**config.mk**
```make
export PLATFORM = sky130hd
export DESIGN_NAME = uart_rx_fifo
export DESIGN_NICKNAME = d
export VERILOG_FILES = /design/src/rtl/uart_rx_fifo.sv
export SDC_FILE = /design/constraint.sdc
export NUM_CORES = 1
export LEC_CHECK = 0
export ABC_AREA = 1
export BUFFER_PORTS_ARGS = -buffer_cell sky130_fd_sc_hd__buf_2
export CAP_MARGIN = 20
export CORE_MARGIN = 2
export CORE_UTILIZATION = 55
export CTS_CLUSTER_SIZE = 24
export DETAILED_ROUTE_END_ITERATION = 8
export PLACE_DENSITY = 0.73
export REMOVE_ABC_BUFFERS = 1
export SETUP_SLACK_MARGIN = 0.4
export SYNTH_ARGS = -nofsm -noshare
export SYNTH_HDL_FRONTEND = slang
export SYNTH_SLANG_ARGS = --single-unit
```
**constraint.sdc**
```tcl
create_clock -name rxclk -period 2 [get_ports rxclk]
set_input_delay 0.1 -clock rxclk [delete_from_list [all_inputs] [get_ports rxclk]]
set_output_delay 0.1 -clock rxclk [all_outputs]
set_load 0.005 [all_outputs]
```
**src/rtl/uart_rx_fifo.sv**
```systemverilog
`default_nettype none
// ============================================================================
// Module  : uart_rx_fifo
// Brief   : Unloads bytes from a UART receiver and buffers them in a
//           DEPTH-entry FIFO with a first-word-fall-through valid/ready
//           read port. It stops unloading while full, so the UART itself
//           reports the overrun.
// Revision: 1.0 - initial release
// ============================================================================
module uart_rx_fifo #(
  parameter int DEPTH = 16,
  parameter int AW    = 4
) (
  input  logic          reset,
  input  logic          rxclk,
  input  logic [7:0]    rx_data,
  input  logic          rx_empty,
  output logic          uld_rx_data,
  input  logic          flush,
  output logic [7:0]    rd_data,
  output logic          rd_valid,
  input  logic          rd_ready,
  output logic [AW:0]   level,
  output logic          full,
  output logic          stall
);

  localparam logic [AW:0]   FULL_LVL = (AW+1)'(DEPTH);
  localparam logic [AW:0]   LVL_ONE  = {{AW{1'b0}}, 1'b1};
  localparam logic [AW-1:0] PTR_ONE  = {{(AW-1){1'b0}}, 1'b1};

  typedef enum logic [1:0] {
    IDLE    = 2'd0,
    UNLOAD  = 2'd1,
    CAPTURE = 2'd2
  } state_t;

  state_t        state;
  state_t        state_next;
  logic          uld_next;
  logic          push;
  logic          pop;
  logic [AW-1:0] wr_ptr;
  logic [AW-1:0] rd_ptr;
  logic [7:0]    mem [DEPTH];

  // Read side and status flags are combinational from pointers and count.
  assign rd_data  = mem[rd_ptr];
  assign rd_valid = (level != '0);
  assign full     = (level == FULL_LVL);
  assign stall    = !rx_empty && full && (state == IDLE);
  // Flush wins over a pop in the same cycle.
  assign pop      = rd_valid && rd_ready && !flush;

  // Unload sequencer state and the registered unload pulse.
  always_ff @(posedge rxclk or posedge reset) begin
    if (reset) begin
      state       <= IDLE;
      uld_rx_data <= 1'b0;
    end else begin
      state       <= state_next;
      uld_rx_data <= uld_next;
    end
  end

  // Next-state logic: space is only checked in IDLE, so the CAPTURE write
  // always has room (a pop in between can only free space).
  always_comb begin
    state_next = state;
    uld_next   = 1'b0;
    push       = 1'b0;
    case (state)
      IDLE: begin
        if (!rx_empty && !full) begin
          state_next = UNLOAD;
          uld_next   = 1'b1;
        end
      end
      UNLOAD: begin
        state_next = CAPTURE;
      end
      CAPTURE: begin
        push       = 1'b1;
        state_next = IDLE;
      end
      default: begin
        state_next = IDLE;
      end
    endcase
    if (flush) begin
      state_next = IDLE;
      uld_next   = 1'b0;
      push       = 1'b0;
    end
  end

  // Pointer and occupancy tracking; flush clears everything synchronously.
  always_ff @(posedge rxclk or posedge reset) begin
    if (reset) begin
      wr_ptr <= '0;
      rd_ptr <= '0;
      level  <= '0;
    end else if (flush) begin
      wr_ptr <= '0;
      rd_ptr <= '0;
      level  <= '0;
    end else begin
      if (push) begin
        wr_ptr <= wr_ptr + PTR_ONE;
      end
      if (pop) begin
        rd_ptr <= rd_ptr + PTR_ONE;
      end
      case ({push, pop})
        2'b10:   level <= level + LVL_ONE;
        2'b01:   level <= level - LVL_ONE;
        default: level <= level;
      endcase
    end
  end

  // Storage array; contents are deliberately left unreset.
  always_ff @(posedge rxclk) begin
    if (push) begin
      mem[wr_ptr] <= rx_data;
    end
  end

endmodule
`default_nettype wire

```
==> results of run 1 <==
## cells in the final DEF, fill, tap and decap left out, drive strengths merged
| cell | n |
|---|---|
| a21oi | 37 |
| buf | 75 |
| bufinv | 5 |
| clkbuf | 24 |
| clkinv | 7 |
| clkinvlp | 3 |
| dfrtp | 16 |
| dlygate4sd3 | 4 |
| dlymetal6s4s | 1 |
| edfxtp | 128 |
| fa | 1 |
| ha | 8 |
| inv | 83 |
| nand2 | 68 |
| nand3 | 62 |
| nand3b | 2 |
| nor2 | 23 |
| nor3 | 3 |
| nor4 | 2 |
| o211ai | 32 |
| o21ai | 44 |
| xnor2 | 1 |
| xor2 | 1 |
## cell type report
class | instances | share of cell area, %
flip-flops and latches | 144 | 53.2
clock inverters | 15 | 2.73
well taps | 140 | 2.19
inverters | 83 | 3.90
clock buffers | 17 | 5.32
repair buffers | 87 | 10.4
multi-input cells | 284 | 22.3
## per-stage QoR
| stage | setup WS (ns) | area, sq um | hold slack [ns] | total power, uW | utilization, % |
|---|---|---|---|---|---|
| global placement | 0.147 | 6650 | 0.201 | 5380 | 60.8 |
| floorplan | -0.883 | 6080 | 0.0137 | 4710 | - |
| CTS | 0.00542 | 7540 | 0.0155 | 9160 | 69.0 |
| global route | -0.123 | 7990 | 0.0413 | 10400 | 73.1 |
| detailed placement | -0.0111 | 6650 | 0.230 | 5470 | 60.8 |
| finish | -0.0278 | 7990 | 0.0307 | 10000 | 73.1 |
## timing repair
item                                    in CTS  in global routing
endpoints found under the hold margin       20                  0
buffers inserted                            16                  5
cloned                                       0                  7
endpoints found under the setup margin      12                109
gates resized for setup                     19                 64
hold buffers                                 5                  0
pin swaps                                    9                 53
## critical path: cells and delay by family, from the launching register on
family | cells | cell delay (ns)
buffers and inverters | 3 | 0.45
AND/OR/NAND/NOR | 3 | 0.30
AO/OA/AOI/OAI | 2 | 0.24
flip-flops | 1 | 0.50
## report_power, final
part | switching (uW) | leakage (uW) | total [uW] | internal (uW)
Combinational | 1720 | 0.00142 | 3170 | 1450
Sequential | 69.7 | 0.00136 | 3420 | 3350
Clock | 1220 | 0.000306 | 3430 | 2200
Total | 3020 | 0.00309 | 10000 | 7000
## layer usage
metal	global-route usage, %	vias to the layer above
met1	27.3	2185
met5	0	-
li1	-	2048
met4	9.58	0
met2	39.5	222
met3	6.15	19
## sequential cells by signal, summed over array words and instances (netlist names)
register,cells
mem,128
wr_ptr,4
rd_ptr,4
level,5
state,2
uld_rx_data,1
## cell families after synthesis
group           after synthesis  share of synthesized area, %
simple gates                160                          11.9
flops                       144                          68.1
compound gates              113                          10.4
buf+inv                     109                          7.39
fa+ha+maj                     9                          1.93
xor+xnor                      2                         0.281
## how the worst max path moves through the flow
stage | start | to | slack (ns) | depth (start not counted)
5_1_grt | rd_ptr[0] | rd_data[1] | -0.12 | 8
2_1_floorplan | rd_ptr[0] | rd_ptr[2] | -0.88 | 4
3_5_place_dp | level[1] | level[4] | -0.01 | 13
6_report | rd_ptr[0] | rd_data[1] | -0.03 | 8
3_3_place_gp | level[1] | level[4] | 0.15 | 13
4_1_cts | rd_ptr[0] | rd_data[3] | 0.005 | 7
==> flow_summary_export.csv, run 1 <==
group,metric,value,unit
synth,yosysMostFrequentCell,"edfxtp_1",
sta,worst_slew_pin_slew,0.682,ns
sta,fin_setup_tns,-0.0427,ns
sta,slew-limit-headroom,54.5,%
clock_network,clockBufferDepth,2,
floorplan,boundaryPins,30,
sta,min_period_over_period,101,%
synth,yosysTopAreaCellShare,61.7,%
synth,postSynthAreaPerCell,11.6,sq um
worst_setup_path,ff2ff_path_depth,11,
clock_network,cts_tree,"yes",
clock_network,numCtsBuffers,17,
floorplan,die_y,110,microns
drt,dr.max_layer_used,"met4",
sta,drv_slew,0,
sta,fmax,493,MHz
synth,ys_top_cells_by_count,"128 x edfxtp_1, 78 x inv_1, 63 x nand2_1",
cells_and_area,final_cells,770,
sta,rsz0062_at_grt,"yes",
placement,dp_cells,705,
job,cap_violations,0,
cells_and_area,fin_nets,639,
global_routing,grt_pass1_vias,4427,
clock_network,clkTransAtPathRegs,0.06,ns
cells_and_area,final-seq-area,4250,sq um
synth,ys.flop_type,"edfxtp_1",
worst_setup_path,worstPathArrival,1.93,ns
power_and_ir_drop,p_leak,0.00309,uW
drt,routed_via_density,5.81,
drt,wl_met3,1330,microns
floorplan,dieArea,12200,sq um
clock_network,clock_latency,0.42,ns
worst_setup_path,crit_path_start_kind,"flop",
floorplan,rows,38,
cells_and_area,diodes,0,
sta,finalWorstSetupSlack,-0.0278,ns
placement,gp_congestion,0.795,
worst_setup_path,crit_type,"flop to primary output",
drt,dr_wl_met2,8110,microns
drt,wl_met1,5790,microns
clock_network,cts-root-buf,"clkbuf_16",
cells_and_area,drive_gt1_share,28.3,%
clock_network,cts_max_level,4,
drt,drt_pass1_iterations,5,
floorplan,core,10900,sq um
power_and_ir_drop,p_per_area,1250,nW/um^2
global_routing,grt_pass1_wl,21600,microns
synth,synthCells,537,
worst_setup_path,crit_slowest_cell,"dfrtp_4",
status,violations,"setup timing",
placement,dpl.hpwl,8150,microns
worst_setup_path,crit_chain,"buf_12 -> buf_16 -> a21oi_1 -> o21ai_0 -> nand3_1 -> nand3_2 -> nand2_1 -> buf_2",
synth,ys_top_cells_by_area,"edfxtp_1 62%, dfrtp_1 6.4%, nand3_1 4.8%",
synth,yosys_warnings,0,
clock_network,cts_sinks,144,
floorplan,initial_utilization,57.0,%
worst_setup_path,r2r-start,"state[1]",
floorplan,die_x,110,microns
synth,synth_edf_count,128,
drt,drc,0,
synth,syn_area,6230,sq um
drt,vias,4474,
global_routing,grt_overflow,0,
sta,post-route-min-period,2.03,ns
global_routing,grt_antenna_before_repair,0,
synth,async_flop_share,11.1,%
hold_path,whs_path_depth,3,
drt,wl_per_cell,20.0,microns
cells_and_area,fillers,669,
global_routing,grt_max_degree,42,
worst_setup_path,path_max_fanout,9,
drt,ant_nets,0,
worst_setup_path,critPathRequiredTime,1.90,ns
worst_setup_path,slowest_delay,0.50,ns
synth,synth_top_area_cell,"edfxtp_1",
cells_and_area,syn2layout_area_growth,28.2,%
synth,synth_cell_types,28,
synth,ys_seq_area_share,68.1,%
global_routing,grt_util_all_layers,22.9,%
worst_setup_path,rrSetupSlack,0.15,ns
cells_and_area,multi_input_area,1780,sq um
drt,wirelength,15400,microns
power_and_ir_drop,irDropWorstVdd,0.735,mV
placement,io_buffers,29,
drt,drtIter0Drc,460,
worst_setup_path,reg2reg_to,"level[4]",
synth,ys_ff_latch,144,
worst_setup_path,endpoint_kind,"primary output",
hold_path,min_to,"rd_ptr[1]",
sta,clock_skew,0.00781,ns
sta,hold_violations,0,
hold_path,hold_start,"rd_ready",
sta,setup_viol,2,
status,status,"complete, but fails checks",
hold_path,hold_class,"primary input to flop",
No activity file was read; power rests on OpenSTA's default activity.
==> inputs of run 2 (changes only) <==
==> constraint.sdc (replaced) <==
create_clock -name rxclk -period 2.5 [get_ports rxclk]
set_input_delay 0.125 -clock rxclk [delete_from_list [all_inputs] [get_ports rxclk]]
set_output_delay 0.125 -clock rxclk [all_outputs]
set_load 0.005 [all_outputs]
==> run 2 against run 1 <==
  * The run now ends clean
  * Die area did not move
  * Flip-flop and latch count did not move
  * Global-route usage fell by 0.11 points
  * Critical path depth fell by 2
  * Register-to-register slack improved by 0.33 ns
  * Design area fell by 8.0%
  * Cell count fell by 3.6%
  * Clock-buffer cell count rose by 8
  * Via count fell by 5.5%
  * Sequential share of layout area rose by 4.6 points
==> flow_summary_export.csv, run 2 (synthesized netlist as in run 1, its figures left out) <==
group,metric,value,unit
status,status,"finished, final reports clean",
global_routing,grt_max_degree,52,
worst_setup_path,crit_family,"flip-flops",
worst_setup_path,endpoint_kind,"primary output",
floorplan,die_x,110,microns
sta,rsz0062_at_grt,"yes",
hold_path,hold_class,"primary input to flop",
power_and_ir_drop,clockPowerShare,35.4,%
drt,vias,4229,
hold_path,whs_path_depth,3,
drt,wl_per_cell,18.6,microns
worst_setup_path,reg2reg_to,"level[4]",
global_routing,grt_util_all_layers,22.8,%
worst_setup_path,crit_type,"flop to primary output",
cells_and_area,largest_register_ffs,128,
power_and_ir_drop,power,7020,uW
sta,post-route-min-period,2.02,ns
floorplan,rows,38,
cells_and_area,mostFrequentLayoutCells,"128 x edfxtp_1, 78 x inv_1, 62 x nand2_1",
worst_setup_path,cp_common_cell,"nand3_1",
worst_setup_path,worstPathArrival,1.90,ns
power_and_ir_drop,irDropWorstVdd,0.591,mV
cells_and_area,reg_top3,"mem x128, level x5",
floorplan,core,10900,sq um
job,cap_violations,0,
clock_network,cts_sinks,144,
power_and_ir_drop,pwr-share-seq,39.8,%
drt,drt_pass1_iterations,7,
placement,dp_cells,700,
drt,drtIter0Drc,473,
clock_network,cts_max_level,4,
drt,wirelength,13800,microns
sta,clock_skew,0.00610,ns
worst_setup_path,crit_path_start_kind,"flop",
sta,min_period_over_period,81.0,%
hold_path,hold_start,"rd_ready",
sta,drv_slew,0,
sta,slew-limit-headroom,48.0,%
drt,drc,0,
power_and_ir_drop,p_int,4920,uW
floorplan,die_y,110,microns
sta,fmax,494,MHz
worst_setup_path,path_max_fanout,8,
floorplan,boundaryPins,30,
power_and_ir_drop,switching_power,2100,uW
placement,gp_congestion,0.796,
power_and_ir_drop,p_per_area,956,nW/um^2
clock_network,numCtsBuffers,17,
drt,routed_via_density,5.70,
power_and_ir_drop,p_leak,0.00284,uW
cells_and_area,fin_nets,611,
cells_and_area,final_cells,742,
placement,io_buffers,29,
worst_setup_path,crit_chain,"buf_4 -> o211ai_1 -> nand3_1 -> nand3_1 -> nand2_1 -> buf_2",
cells_and_area,layout_commonest_cell,"edfxtp_1",
clock_network,clockBufferDepth,2,
global_routing,grt_pass1_wl,21400,microns
drt,ant_nets,0,
sta,setup_viol,0,
clock_network,cts-root-buf,"clkbuf_16",
floorplan,dieArea,12200,sq um
worst_setup_path,slowest_delay,0.57,ns
global_routing,grt_overflow,0,
clock_network,cts_tree,"yes",
clock_network,clkTransAtPathRegs,0.06,ns
placement,dpl.hpwl,8380,microns
worst_setup_path,crit_slowest_cell,"dfrtp_4",
worst_setup_path,cp.buffers_inverters,2,
worst_setup_path,r2r-start,"level[1]",
cells_and_area,diodes,0,
cells_and_area,syn2layout_area_growth,17.9,%
cells_and_area,drive_gt1_share,17.9,%
power_and_ir_drop,swShare,29.9,%
global_routing,grt_antenna_before_repair,0,
clock_network,clock_latency,0.42,ns
sta,hold_violations,0,
floorplan,initial_utilization,57.0,%
worst_setup_path,ff2ff_path_depth,13,
hold_path,min_to,"rd_ptr[0]",
power_and_ir_drop,combPwrFrac,24.8,%
cells_and_area,top_register,"mem",
cells_and_area,finish.utilization,67.2,%
worst_setup_path,rrSetupSlack,0.48,ns
sta,worst_slew_pin_slew,0.778,ns
worst_setup_path,critPathRequiredTime,2.38,ns
global_routing,grt_pass1_vias,4209,
-- run 2: cell types whose count changed in the layout (fill, tap and decap cells not counted), moves of 9 or more --
cell,previous run,this run
o21ai_0,15,26
a21oi_2,14,1
buf_4,32,20
buf_6,10,1
a21oi_1,19,36
nand3_1,51,60
o21ai_1,28,18
-- run 2: tightest hold or removal path, delay by kind of cell --
family	cells	cell delay, ns
and+or+nand+nor	1	0.10
AOI/OAI and AO/OA	1	0.06
buffers and inverters	1	0.14
-- run 2: stage by stage --
stage | hold WS [ns] | instance area [sq um] | setup slack (ns) | setup TNS, ns
floorplan | 0.0387 | 6080 | -0.383 | -3.72
global placement | 0.223 | 6600 | 0.553 | 0
detailed placement | 0.243 | 6600 | 0.421 | 0
CTS | 0.0309 | 7240 | 0.403 | 0
global route | 0.0481 | 7350 | 0.349 | 0
finish | 0.0433 | 7350 | 0.475 | 0
-- run 2: timing repair --
| action | 4_1_cts | 5_1_grt |
|---|---|---|
| hold endpoints to repair | 19 | 0 |
| setup endpoints to repair | 8 | 9 |
| setup buffers | 1 | 4 |
| resized for setup | 1 | 7 |
| hold buffers | 3 | 0 |
| cloned | 0 | 2 |
-- run 2: worst max-delay path by stage --
stage | cells after the start | endpoint | slack [ns] | startpoint
global placement | 13 | level[4] | 0.55 | level[0]
CTS | 7 | rd_data[4] | 0.40 | rd_ptr[0]
floorplan | 4 | rd_ptr[2] | -0.38 | rd_ptr[0]
finish | 6 | rd_data[6] | 0.48 | rd_ptr[0]
global route | 13 | level[4] | 0.35 | level[1]
detailed placement | 13 | level[4] | 0.42 | level[0]
-- run 2: cell type report --
type	instances	area [sq um]
Sequential cell	144	4250
Fill cell	799	3590
Multi-Input combinational cell	284	1540
Clock buffer	25	559
Timing Repair Buffer	59	460
Inverter	83	313
Tap cell	140	175
Clock inverter	7	43.8
-- run 2: layer usage --
metal	track usage, %	wire length (microns)
met1	27.6	5400
met2	37.9	7060
met3	7.41	908
met4	9.58	458
met5	0	0
-- run 2: power groups by stage --
stage	clock [uW]	sequential, uW	combinational [uW]
floorplan	0	3000	774
global placement	0	2890	1400
detailed placement	0	2900	1440
CTS	2510	2820	1520
global route	2610	2800	1920
finish	2490	2790	1740
==> inputs of run 3 (changes only) <==
==> constraint.sdc (replaced) <==
create_clock -name rxclk -period 2.01 [get_ports rxclk]
set_input_delay 0.1005 -clock rxclk [delete_from_list [all_inputs] [get_ports rxclk]]
set_output_delay 0.1005 -clock rxclk [all_outputs]
set_load 0.005 [all_outputs]
==> run 3 against run 2 <==
  * The run now ends with hold timing, setup timing left
  * Sequential power grew 22%
  * Die area did not move
  * Cell count is 3.4% higher
  * Clock-buffer cell count fell by 6
  * Flip-flop and latch count unchanged
  * Combinational power grew 67%
  * First-iteration DRC count grew 11%
  * Hold slack worse by 0.046 ns
  * Total power up 38%
  * Clock power grew 35%
  * Design area rose by 8.2%
  * Global-route usage decreased by 0.26 points
  * Critical endpoint unchanged
  * Largest power group unchanged
==> flow_summary_export.csv, run 3 (synthesized netlist as in run 1, its figures left out) <==
group,metric,value,unit
global_routing,grt_overflow,0,
worst_setup_path,worstPathArrival,1.93,ns
placement,gp_congestion,0.795,
drt,wl_per_cell,19.3,microns
drt,vias,4408,
clock_network,numCtsBuffers,17,
global_routing,grt_util_all_layers,22.6,%
floorplan,rows,38,
sta,hold_violations,1,
cells_and_area,fin_nets,636,
power_and_ir_drop,combPwrFrac,30.1,%
floorplan,boundaryPins,30,
job,cap_violations,0,
worst_setup_path,crit_path_start_kind,"flop",
hold_path,hold_class,"primary input to flop",
hold_path,hold_start,"flush",
cells_and_area,largest_register_ffs,128,
sta,drv_slew,0,
worst_setup_path,cp_common_cell,"buf_12",
sta,clock_skew,0.00793,ns
drt,drc,0,
global_routing,grt_max_degree,42,
drt,routed_via_density,5.75,
drt,wirelength,14800,microns
cells_and_area,reg_top3,"mem x128, level x5",
worst_setup_path,path_max_fanout,9,
power_and_ir_drop,p_int,6800,uW
clock_network,cts_sinks,144,
sta,finalWorstSetupSlack,-0.0210,ns
worst_setup_path,crit_chain,"buf_12 -> buf_12 -> o211ai_1 -> nand3_1 -> nand3_2 -> nand2_2 -> buf_2",
cells_and_area,layout_commonest_cell,"edfxtp_1",
cells_and_area,top_register,"mem",
power_and_ir_drop,clockPowerShare,34.7,%
clock_network,clkTransAtPathRegs,0.06,ns
sta,fmax,492,MHz
cells_and_area,syn2layout_area_growth,27.6,%
power_and_ir_drop,pwr-share-seq,35.2,%
placement,dpl.hpwl,8030,microns
floorplan,dieArea,12200,sq um
placement,io_buffers,29,
drt,ant_nets,0,
worst_setup_path,endpoint_kind,"primary output",
floorplan,die_y,110,microns
sta,rsz0062_at_grt,"yes",
worst_setup_path,slowest_delay,0.49,ns
drt,drtIter0Drc,527,
worst_setup_path,crit_type,"flop to primary output",
clock_network,clock_latency,0.41,ns
drt,drt_pass1_iterations,5,
status,status,"complete, but fails checks",
power_and_ir_drop,switching_power,2860,uW
worst_setup_path,crit_slowest_cell,"dfrtp_4",
power_and_ir_drop,swShare,29.6,%
power_and_ir_drop,p_leak,0.00308,uW
cells_and_area,fillers,672,
global_routing,grt_pass1_vias,4287,
sta,post-route-min-period,2.03,ns
power_and_ir_drop,p_per_area,1210,nW/um^2
sta,whs,-0.00237,ns
global_routing,grt_antenna_before_repair,0,
cells_and_area,finish.utilization,72.7,%
sta,setup_viol,2,
floorplan,initial_utilization,57.0,%
cells_and_area,diodes,0,
cells_and_area,drive_gt1_share,28.7,%
cells_and_area,mostFrequentLayoutCells,"128 x edfxtp_1, 77 x inv_1, 56 x nand2_1",
power_and_ir_drop,irDropWorstVdd,0.714,mV
clock_network,cts-root-buf,"clkbuf_16",
clock_network,cts_max_level,4,
worst_setup_path,crit_start,"rd_ptr[0]",
worst_setup_path,critPathRequiredTime,1.91,ns
status,violations,"hold timing, setup timing",
global_routing,grt_pass1_wl,21300,microns
floorplan,die_x,110,microns
sta,min_period_over_period,101,%
clock_network,cts_tree,"yes",
sta,worst_slew_pin_slew,0.666,ns
floorplan,core,10900,sq um
power_and_ir_drop,power,9660,uW
worst_setup_path,r2r-start,"state[1]",
sta,slew-limit-headroom,55.6,%
clock_network,clockBufferDepth,2,
## run 3: metal layers
metal	routed length (microns)	share of wire, %	GRT usage [%]
met5	0	0	0
met2	7810	53	39.0
met4	213	1.4	8.08
met3	1080	7.3	5.98
met1	5700	38	27.4
## run 3: worst paths after layout
kind / end / slack [ns] / cells past startpoint
max in group asynchronous: rd_ptr[0] / 1.19 / 3
min in group asynchronous: wr_ptr[2] / 0.32 / 3
worst max-delay path: rd_data[6] / -0.02 / 7
worst max register to register: level[4] / 0.19 / 12
worst min register to register: wr_ptr[3] / 0.52 / 1
worst min-delay path: uld_rx_data / -0.002 / 4
## run 3: timing repair
action / CTS / global route
setup endpoints to repair: 12 / 122
gates cloned: 0 / 4
setup buffers: 16 / 7
resized for setup: 18 / 87
hold buffers: 4 / 0
pin swaps: 9 / 40
endpoints found under the hold margin: 20 / 0
## run 3: metrics by stage
stage | worst slack [ns] | hold WS (ns) | setup TNS (ns) | cell area [sq um] | instances
after global routing | -0.0999 | 0.0288 | -0.354 | 7950 | 767
after CTS | 0.00825 | 0.0100 | 0 | 7520 | 757
after detailed placement | -0.00399 | 0.223 | -0.00399 | 6650 | 705
after global placement | 0.157 | 0.202 | 0 | 6650 | 705
after floorplan | -0.873 | 0.0142 | -9.40 | 6080 | 511
final | -0.0210 | -0.00237 | -0.0229 | 7950 | 767
## run 3: layout make-up
| class | count | area (sq um) | area share, % |
|---|---|---|---|
| inverters | 83 | 317 | 3.98 |
| well taps | 140 | 175 | 2.20 |
| clock inverters | 13 | 193 | 2.42 |
| repair buffers | 84 | 773 | 9.72 |
| clock buffers | 19 | 433 | 5.44 |
| flip-flops and latches | 144 | 4250 | 53.5 |
| multi-input cells | 284 | 1810 | 22.8 |
## run 3: worst max-delay path, delay by kind of cell, from the launching register on
kind / cells / cell delay (ns)
flops: 1 / 0.49
buf+inv: 3 / 0.44
simple gates: 3 / 0.35
compound gates: 1 / 0.23
## run 3: power groups by stage
stage | Clock, uW | Combinational [uW] | Sequential [uW]
after floorplan | 0 | 963 | 3730
after global placement | 0 | 1820 | 3540
after detailed placement | 0 | 1890 | 3550
after CTS | 3370 | 2270 | 3430
after global routing | 3500 | 3140 | 3410
final | 3350 | 2910 | 3400
